$ cat src/rtl/lsu_unit.sv
// Load/store unit: decodes rv32i loads/stores, runs one data-bus transaction,
// and returns aligned, extended load data or a store completion to writeback.
module lsu_unit #(
    parameter int unsigned MAX_WAIT = 255
) (
    input  logic        clk,
    input  logic        rst_n,
    input  logic        req_valid,
    output logic        req_ready,
    input  logic [16:0] full_op,
    input  logic [31:0] base,
    input  logic [31:0] offset,
    input  logic [31:0] store_data,
    input  logic [4:0]  rd_in,
    output logic        resp_valid,
    output logic [31:0] resp_data,
    output logic [4:0]  resp_rd,
    output logic        resp_err,
    output logic        mem_req,
    output logic        mem_we,
    output logic [31:0] mem_addr,
    output logic [31:0] mem_wdata,
    output logic [3:0]  mem_wstrb,
    input  logic        mem_ready,
    input  logic        mem_rvalid,
    input  logic [31:0] mem_rdata
);

    typedef enum logic [1:0] {IDLE, REQ, WAIT, RESP} state_t;

    localparam logic [15:0] WAIT_LAST = 16'(MAX_WAIT - 1);

    state_t      state_q, state_d;
    logic [31:0] ea_q, sd_q, data_q;
    logic [2:0]  f3_q;
    logic [4:0]  rd_q;
    logic        ld_q, err_q;
    logic [15:0] cnt_q;

    logic [6:0]  opc;
    logic [2:0]  f3;
    logic [31:0] ea;
    logic        dec_ld, dec_st, mis, dec_err, accept;
    logic        unused_funct7;

    assign opc           = full_op[6:0];
    assign f3            = full_op[9:7];
    assign unused_funct7 = ^full_op[16:10];
    assign ea            = base + offset;
    assign accept        = req_valid && (state_q == IDLE);

    always_comb begin
        dec_ld = 1'b0;
        dec_st = 1'b0;
        mis    = 1'b0;
        if (opc == 7'b0000011) begin
            case (f3)
                3'b000, 3'b001, 3'b010,
                3'b100, 3'b101: dec_ld = 1'b1;
                default:        dec_ld = 1'b0;
            endcase
        end
        if (opc == 7'b0100011) begin
            case (f3)
                3'b000, 3'b001, 3'b010: dec_st = 1'b1;
                default:                dec_st = 1'b0;
            endcase
        end
        case (f3[1:0])
            2'b01:   mis = ea[0];
            2'b10:   mis = |ea[1:0];
            default: mis = 1'b0;
        endcase
    end

    assign dec_err = !(dec_ld || dec_st) || mis;

    // Store lane placement from the latched address and data
    logic [3:0]  st_strb;
    logic [31:0] st_wdata;
    always_comb begin
        st_strb  = 4'b1111;
        st_wdata = sd_q;
        case (f3_q[1:0])
            2'b00: begin
                st_strb  = 4'b0001 << ea_q[1:0];
                st_wdata = {4{sd_q[7:0]}};
            end
            2'b01: begin
                st_strb  = 4'b0011 << ea_q[1:0];
                st_wdata = {2{sd_q[15:0]}};
            end
            default: begin
                st_strb  = 4'b1111;
                st_wdata = sd_q;
            end
        endcase
    end

    logic [7:0]  ld_b;
    logic [15:0] ld_h;
    logic [31:0] ld_ext;
    always_comb begin
        case (ea_q[1:0])
            2'b00:   ld_b = mem_rdata[7:0];
            2'b01:   ld_b = mem_rdata[15:8];
            2'b10:   ld_b = mem_rdata[23:16];
            default: ld_b = mem_rdata[31:24];
        endcase
        ld_h = ea_q[1] ? mem_rdata[31:16] : mem_rdata[15:0];
        case (f3_q)
            3'b000:  ld_ext = {{24{ld_b[7]}}, ld_b};
            3'b001:  ld_ext = {{16{ld_h[15]}}, ld_h};
            3'b100:  ld_ext = {24'd0, ld_b};
            3'b101:  ld_ext = {16'd0, ld_h};
            default: ld_ext = mem_rdata;
        endcase
    end

    always_ff @(posedge clk or negedge rst_n) begin
        if (!rst_n) state_q <= IDLE;
        else        state_q <= state_d;
    end

    always_comb begin
        state_d = state_q;
        case (state_q)
            IDLE: if (accept) state_d = dec_err ? RESP : REQ;
            REQ:  if (mem_ready) state_d = ld_q ? WAIT : RESP;
            WAIT: if (mem_rvalid || cnt_q == WAIT_LAST) state_d = RESP;
            default: state_d = IDLE;
        endcase
    end

    always_comb begin
        req_ready  = (state_q == IDLE);
        mem_req    = (state_q == REQ);
        mem_we     = mem_req && !ld_q;
        mem_addr   = mem_req ? {ea_q[31:2], 2'b00} : 32'd0;
        mem_wdata  = mem_we ? st_wdata : 32'd0;
        mem_wstrb  = mem_we ? st_strb : 4'd0;
        resp_valid = (state_q == RESP);
        resp_data  = resp_valid ? data_q : 32'd0;
        resp_err   = resp_valid && err_q;
        resp_rd    = (resp_valid && ld_q && !err_q) ? rd_q : 5'd0;
    end

    // Transaction context; data_q stays 0 for stores, errors and timeouts
    always_ff @(posedge clk or negedge rst_n) begin
        if (!rst_n) begin
            ea_q   <= '0;
            sd_q   <= '0;
            data_q <= '0;
            f3_q   <= '0;
            rd_q   <= '0;
            ld_q   <= 1'b0;
            err_q  <= 1'b0;
            cnt_q  <= '0;
        end else if (accept) begin
            ea_q   <= ea;
            sd_q   <= store_data;
            data_q <= '0;
            f3_q   <= f3;
            rd_q   <= rd_in;
            ld_q   <= dec_ld;
            err_q  <= dec_err;
            cnt_q  <= '0;
        end else if (state_q == WAIT) begin
            if (mem_rvalid) begin
                data_q <= ld_ext;
            end else begin
                cnt_q <= cnt_q + 16'd1;
                if (cnt_q == WAIT_LAST) err_q <= 1'b1;
            end
        end
    end

endmodule

$ cat config.mk
export PLATFORM = sky130hd
export DESIGN_NAME = lsu_unit
export DESIGN_NICKNAME = d
export VERILOG_FILES = /design/src/rtl/lsu_unit.sv
export SDC_FILE = /design/constraint.sdc
export NUM_CORES = 1
export LEC_CHECK = 0
export ABC_AREA = 1
export CAP_MARGIN = 20
export CORE_MARGIN = 4
export CORE_UTILIZATION = 35
export DETAILED_ROUTE_END_ITERATION = 10
export PLACE_DENSITY = 0.62
export SLEW_MARGIN = 20
export SYNTH_ARGS = -nofsm -noshare
export SYNTH_HDL_FRONTEND = slang
export SYNTH_SLANG_ARGS = --single-unit
$ cat constraint.sdc
create_clock -name clk -period 3.11 [get_ports clk]
set_input_delay 0.4665 -clock clk [delete_from_list [all_inputs] [get_ports clk]]
set_output_delay 0.4665 -clock clk [all_outputs]
set_load 0.02 [all_outputs]
**Word level (Yosys, flattened, before mapping)**

Index checks and enable logic that the tools add are counted.

- Register bits: 124
- Input bits: 155
- Output and inout bits: 110
- Logic and storage cells: 92

- Add/subtract/negate cells: 2
- Eq/ne operators: 22
- Shift operators: 2
- Muxes and demuxes: 31
- Reduce and logical (&&, ||, !) cells: 26

Operators with widths:

| cell | count |
|---|---|
| 32-bit 2-to-1 mux | 6 |
| 32-bit one-hot mux with 4 select lines | 1 |
| 16-bit 2-to-1 mux | 4 |
| 32-bit one-hot mux with 2 select lines | 1 |
| 32-bit adder | 1 |
| 8-bit one-hot mux with 3 select lines | 1 |
| 16-bit by 1-bit adder with 16-bit output, second input constant | 1 |
| 16-bit by 8-bit equality test with 1-bit output, second input constant | 1 |
| 3-bit equality test, second input constant | 4 |
| 1-bit 2-to-1 mux | 9 |
| 2-bit by 1-bit equality test with 1-bit output, second input constant | 4 |
| 2-bit equality test, second input constant | 4 |
| 2-bit 2-to-1 mux | 4 |
| 4-bit one-hot mux with 2 select lines | 1 |
| 7-bit by 2-bit equality test with 1-bit output, second input constant | 1 |
| 7-bit by 6-bit equality test with 1-bit output, second input constant | 1 |
| 3-bit by 1-bit equality test with 1-bit output, second input constant | 2 |
| 2-bit zero test | 3 |
| 3-bit zero test | 2 |
| 2-bit by 1-bit != test with 1-bit output, second input constant | 3 |
| 2-bit one-hot mux with 3 select lines | 1 |
| 3-bit AND reduction | 2 |
| 2-bit nonzero test | 3 |
| 1-bit logical AND | 5 |
| 13 further kinds | 18 |

**Depth between registers and ports, before layout**

- Word-level depth: 10
- Mapped depth: 13

**Worst setup path after synthesis**

OpenSTA, ideal clock, no wires.

- Path kind: reg2out
- Start point: register state_q[1]
- End point: output port mem_wdata[17]
- Arrival: 1.949 ns
- Required time: 2.643 ns
- Setup slack: 0.694 ns
- Stages on the path, launching flop included: 9
- Buffers on the path: 2
- Cells stage by stage: dfrtp_1 inv_1 ha_1 inv_1 nor2_1 clkbuf_1 buf_2 o21ai_0 a21oi_1

- Longest elaborated chain between the ends: 3

Ends and longest elaborated chain:

| element | line | text |
|---|---|---|
| start, declared | 33 | `state_t state_q, state_d;` |
| start signal, assigned | 122 | `else state_q <= state_d;` |
| 2-bit by 1-bit equality test with 1-bit output | 137 | `mem_req = (state_q == REQ);` |
| named net mem_req | 19 | `output logic mem_req,` |
| 1-bit logical AND | 138 | `mem_we = mem_req && !ld_q;` |
| named net mem_we | 20 | `output logic mem_we,` |
| 32-bit 2-to-1 mux | 140 | `mem_wdata = mem_we ? st_wdata : 32'd0;` |
| end, declared | 22 | `output logic [31:0] mem_wdata,` |

The timed path passes the listed nets, and every way through them passes these cells.

**Worst setup path after layout**

- Start point: register state_q[1]
- End point: output port mem_wdata[18]

- Longest elaborated chain between the ends: 3

Ends and longest elaborated chain:

| element | line |
|---|---|
| 2-bit by 1-bit equality test with 1-bit output | 137 |
| 1-bit logical AND | 138 |
| 32-bit 2-to-1 mux | 140 |

No other way between the ends.

==> impl_summary.md <==
Synth
The mean post-synth cell area is between 6 and 7 um2. Of all flip-flops after synthesis, the portion carrying an async set or reset was 100%. The number of cells produced by synthesis is 1,414. The number of enable-type register cells in the synthesized netlist is 0. In the synthesized netlist the dominant register cell turns out to be dfrtp_1. The post-synthesis sequential area ratio is 34.2%. In this run, distinct cell masters in the synthesized netlist total 45. The post-synthesis sequential element count is about 120. For this run, the number of Yosys warnings is 0. After synthesis, the largest area contributor takes up between 30% and 40% of total cell area. Yosys attributes the largest share of cell area to dfrtp_1, nand2_1, inv_1. The mapped cell area is 0.00906 mm2. The cell type with the highest aggregate area in the netlist is dfrtp_1.

Timing
The peak clock frequency supported by timing is about 340 MHz. Hold timing on the final database bottoms out at a slack of roughly 100 ps. Between clock sinks in the finished design, the worst skew comes to ~8.8 ps. In the final timing run, aggregate negative setup slack is 0 ps.

The clock period could shrink to between 2000 and 3000 ps. Setup repair after global routing left no endpoint under its margin. In this run the tightest slew margin relative to its limit is 52.6%.

The number of pins exceeding their max-slew limit in the final report is 0. The final worst setup slack is between 150 and 200 ps. The hold violation count in the final report is 0. The slew at the pin closest to its max-slew limit is 711 ps.

In the finished design, the share of the clock period the worst path needs comes to 95.1%. The final number of setup-violating endpoints is 0.

Clock network
Clock latency on the worst-skew pair, taken at its later pin, is ~420 ps. The sink count of the clock tree is around 120. The clock passes through at most 2 buffers. TritonCTS built the clock tree.

The clock tree synthesis step divided the H-tree into 4 levels. After clock tree synthesis, the flow added hold-fix buffers numbering 0. Counting the buffers created by CTS gives 17.

The CTS root buffer is clkbuf_16. Clock-pin slew was measured on the worst setup and hold paths at ~60 ps.

Run status
The run finished with clean final reports.

Floorplanning
The number of rows in the core area is 58. The die outline height is roughly 170 um. The initial core utilization is roughly 36%. The horizontal die dimension is between 150 and 200 um. The number of top-level design ports is around 270. The floorplan die area is around 0.029 mm2. The total area inside the core boundary comes to 0.0253 mm2.

Setup path
The worst-path maximum fanout is 16. The required time of the critical path is roughly 2600 ps. The critical path class is flop to output pin. The startpoint type of the worst setup path is a flop.

Data arrives at the worst endpoint at 2490 ps. STA classifies the critical path endpoint as an output pin.

Placement
The number of port buffers is roughly 260. The final weighted congestion in routability-driven placement is 0.929. Prior to clock tree synthesis, the placed netlist has a worst setup slack of approximately 420 ps. The detailed placer's ending HPWL is 22.4 mm.

Cells and area
Leaving out fill and tap cells, the most frequent cell in the layout is nand2_1. At the end of the flow, the number of nets in the layout was 1,853. The signed area change from the synthesized netlist to the final layout is 39.4%.

The number of antenna diodes in the final layout is 0. The final cell utilization of the core is 49.9%. The fraction of final layout cells sized beyond drive strength 1 is 4.73%. The top cell types in the final layout, fill and taps aside, are nand2_1, inv_1, clkdlybuf4s50_1. Counting the fill cells in the layout gives roughly 2,600.

Pwr
The total power of the final layout is 9490 uW. Summed over all cells, the static leakage comes to 0.00715 uW. The worst-case IR drop observed on VDD is roughly 400 uV.

The total power divided by cell area is around 750 mW/mm2.

Global routing
The number of global-route vias before repair came to ~9,000. For this run the aggregate overflow at the end of global routing stands at 0. Global routing used about a fifth of the available tracks. The first global-routing pass estimated about 47 mm of wire.

The largest net degree at the start of global routing is 70. The number of antenna violations at the first check in global routing is 0.

Hold path
The tightest min-delay check is of the primary input to async pin type.

Routing
The length of the first detailed-routing pass in iterations is 5. The vias per cell is 4.74. The DRC violations left is 0. After detailed routing, the total wire length is just under 30 mm. The wire length per cell after detailed routing is roughly 15 um. The count of antenna-violating nets left after detailed routing is 0.

For this block, the initial DRC count from the detailed router was 722. The total vias in the final route is 9,475.

Flow run
Across the run, the number of max-cap violations was 0.
Yosys cell counts, types with 9 or more instances:
cell        n
ha_1       40
buf_2       9
nor3_1     12
a21oi_1    48
nor2_1    100
xnor2_1    14
inv_1     249
dfrtp_1   124
nand3_1    50
o211ai_2   10
o211ai_1   23
clkbuf_1   29
nand2_1   560
o21ai_0    80
logic make-up after synthesis:
family,Yosys count,share of synthesized area [%]
xor+xnor,14,1.35
compound gates,187,12.7
buf+inv,303,13.3
simple gates,744,32.7
fa+ha+maj,41,5.74
other cells,1,0.0414
flops,124,34.2
flip-flops by register name, indices dropped and copies added (netlist names):
signal / flops
data_q: 32
ea_q: 32
sd_q: 32
cnt_q: 16
rd_q: 5
f3_q: 3
state_q: 2
err_q: 1
ld_q: 1
power by group:
group / switching (uW) / internal [uW]
sequential: 407 / 2230
clock: 811 / 1360
combinational: 2880 / 1810
per-stage QoR:
stage	std cells	area, um2
after floorplan	1415	9060
after global placement	1965	11900
after detailed placement	1965	11900
after CTS	2000	12600
after global routing	2000	12600
final	2000	12600
cell type report:
cell class	instances	area, um2	area share [%]
inverters	252	950	7.52
clock buffers	17	425	3.37
multi-input cells	988	4770	37.8
repair buffers	274	2760	21.9
well taps	330	413	3.27
clock inverters	15	211	1.67
flip-flops and latches	124	3100	24.6
critical path, stage by stage (launching register included):
cell and delay (ps):
dfrtp_1 410, inv_1 90, ha_1 160, inv_1 60, nor2_1 90, buf_4 160
buf_4 220, o21ai_0 110, a21oi_1 130, clkdlybuf4s50_1 630
metal layers:
layer / GRT usage, % / routed length (um) / up-vias
met5: 0 / 0 / -
met4: 6.56 / 761 / 0
met3: 4.02 / 1550 / 38
met2: 34.7 / 13900 / 296
met1: 25.4 / 13000 / 4288
li1: - / - / 4853
path summary, 6_finish.rpt:
check	startpoint	slack (ps)	cells after the start	end
setup / recovery	state_q[1]	150	9	mem_wdata[18]
setup reg to reg	f3_q[1]	900	5	data_q[17]
hold / removal	rst_n	100	1	f3_q[0]
hold reg to reg	data_q[1]	480	2	data_q[1]
max in group asynchronous	rst_n	2130	2	data_q[23]
min in group clk	data_q[1]	480	2	data_q[1]
what timing repair did:
item                                    in CTS  in global routing
gates resized for setup                      1                 18
endpoints found under the setup margin       2                 18
setup buffers                                3                  0
cloned                                       0                  0
Power figures use the tool's default switching activity.
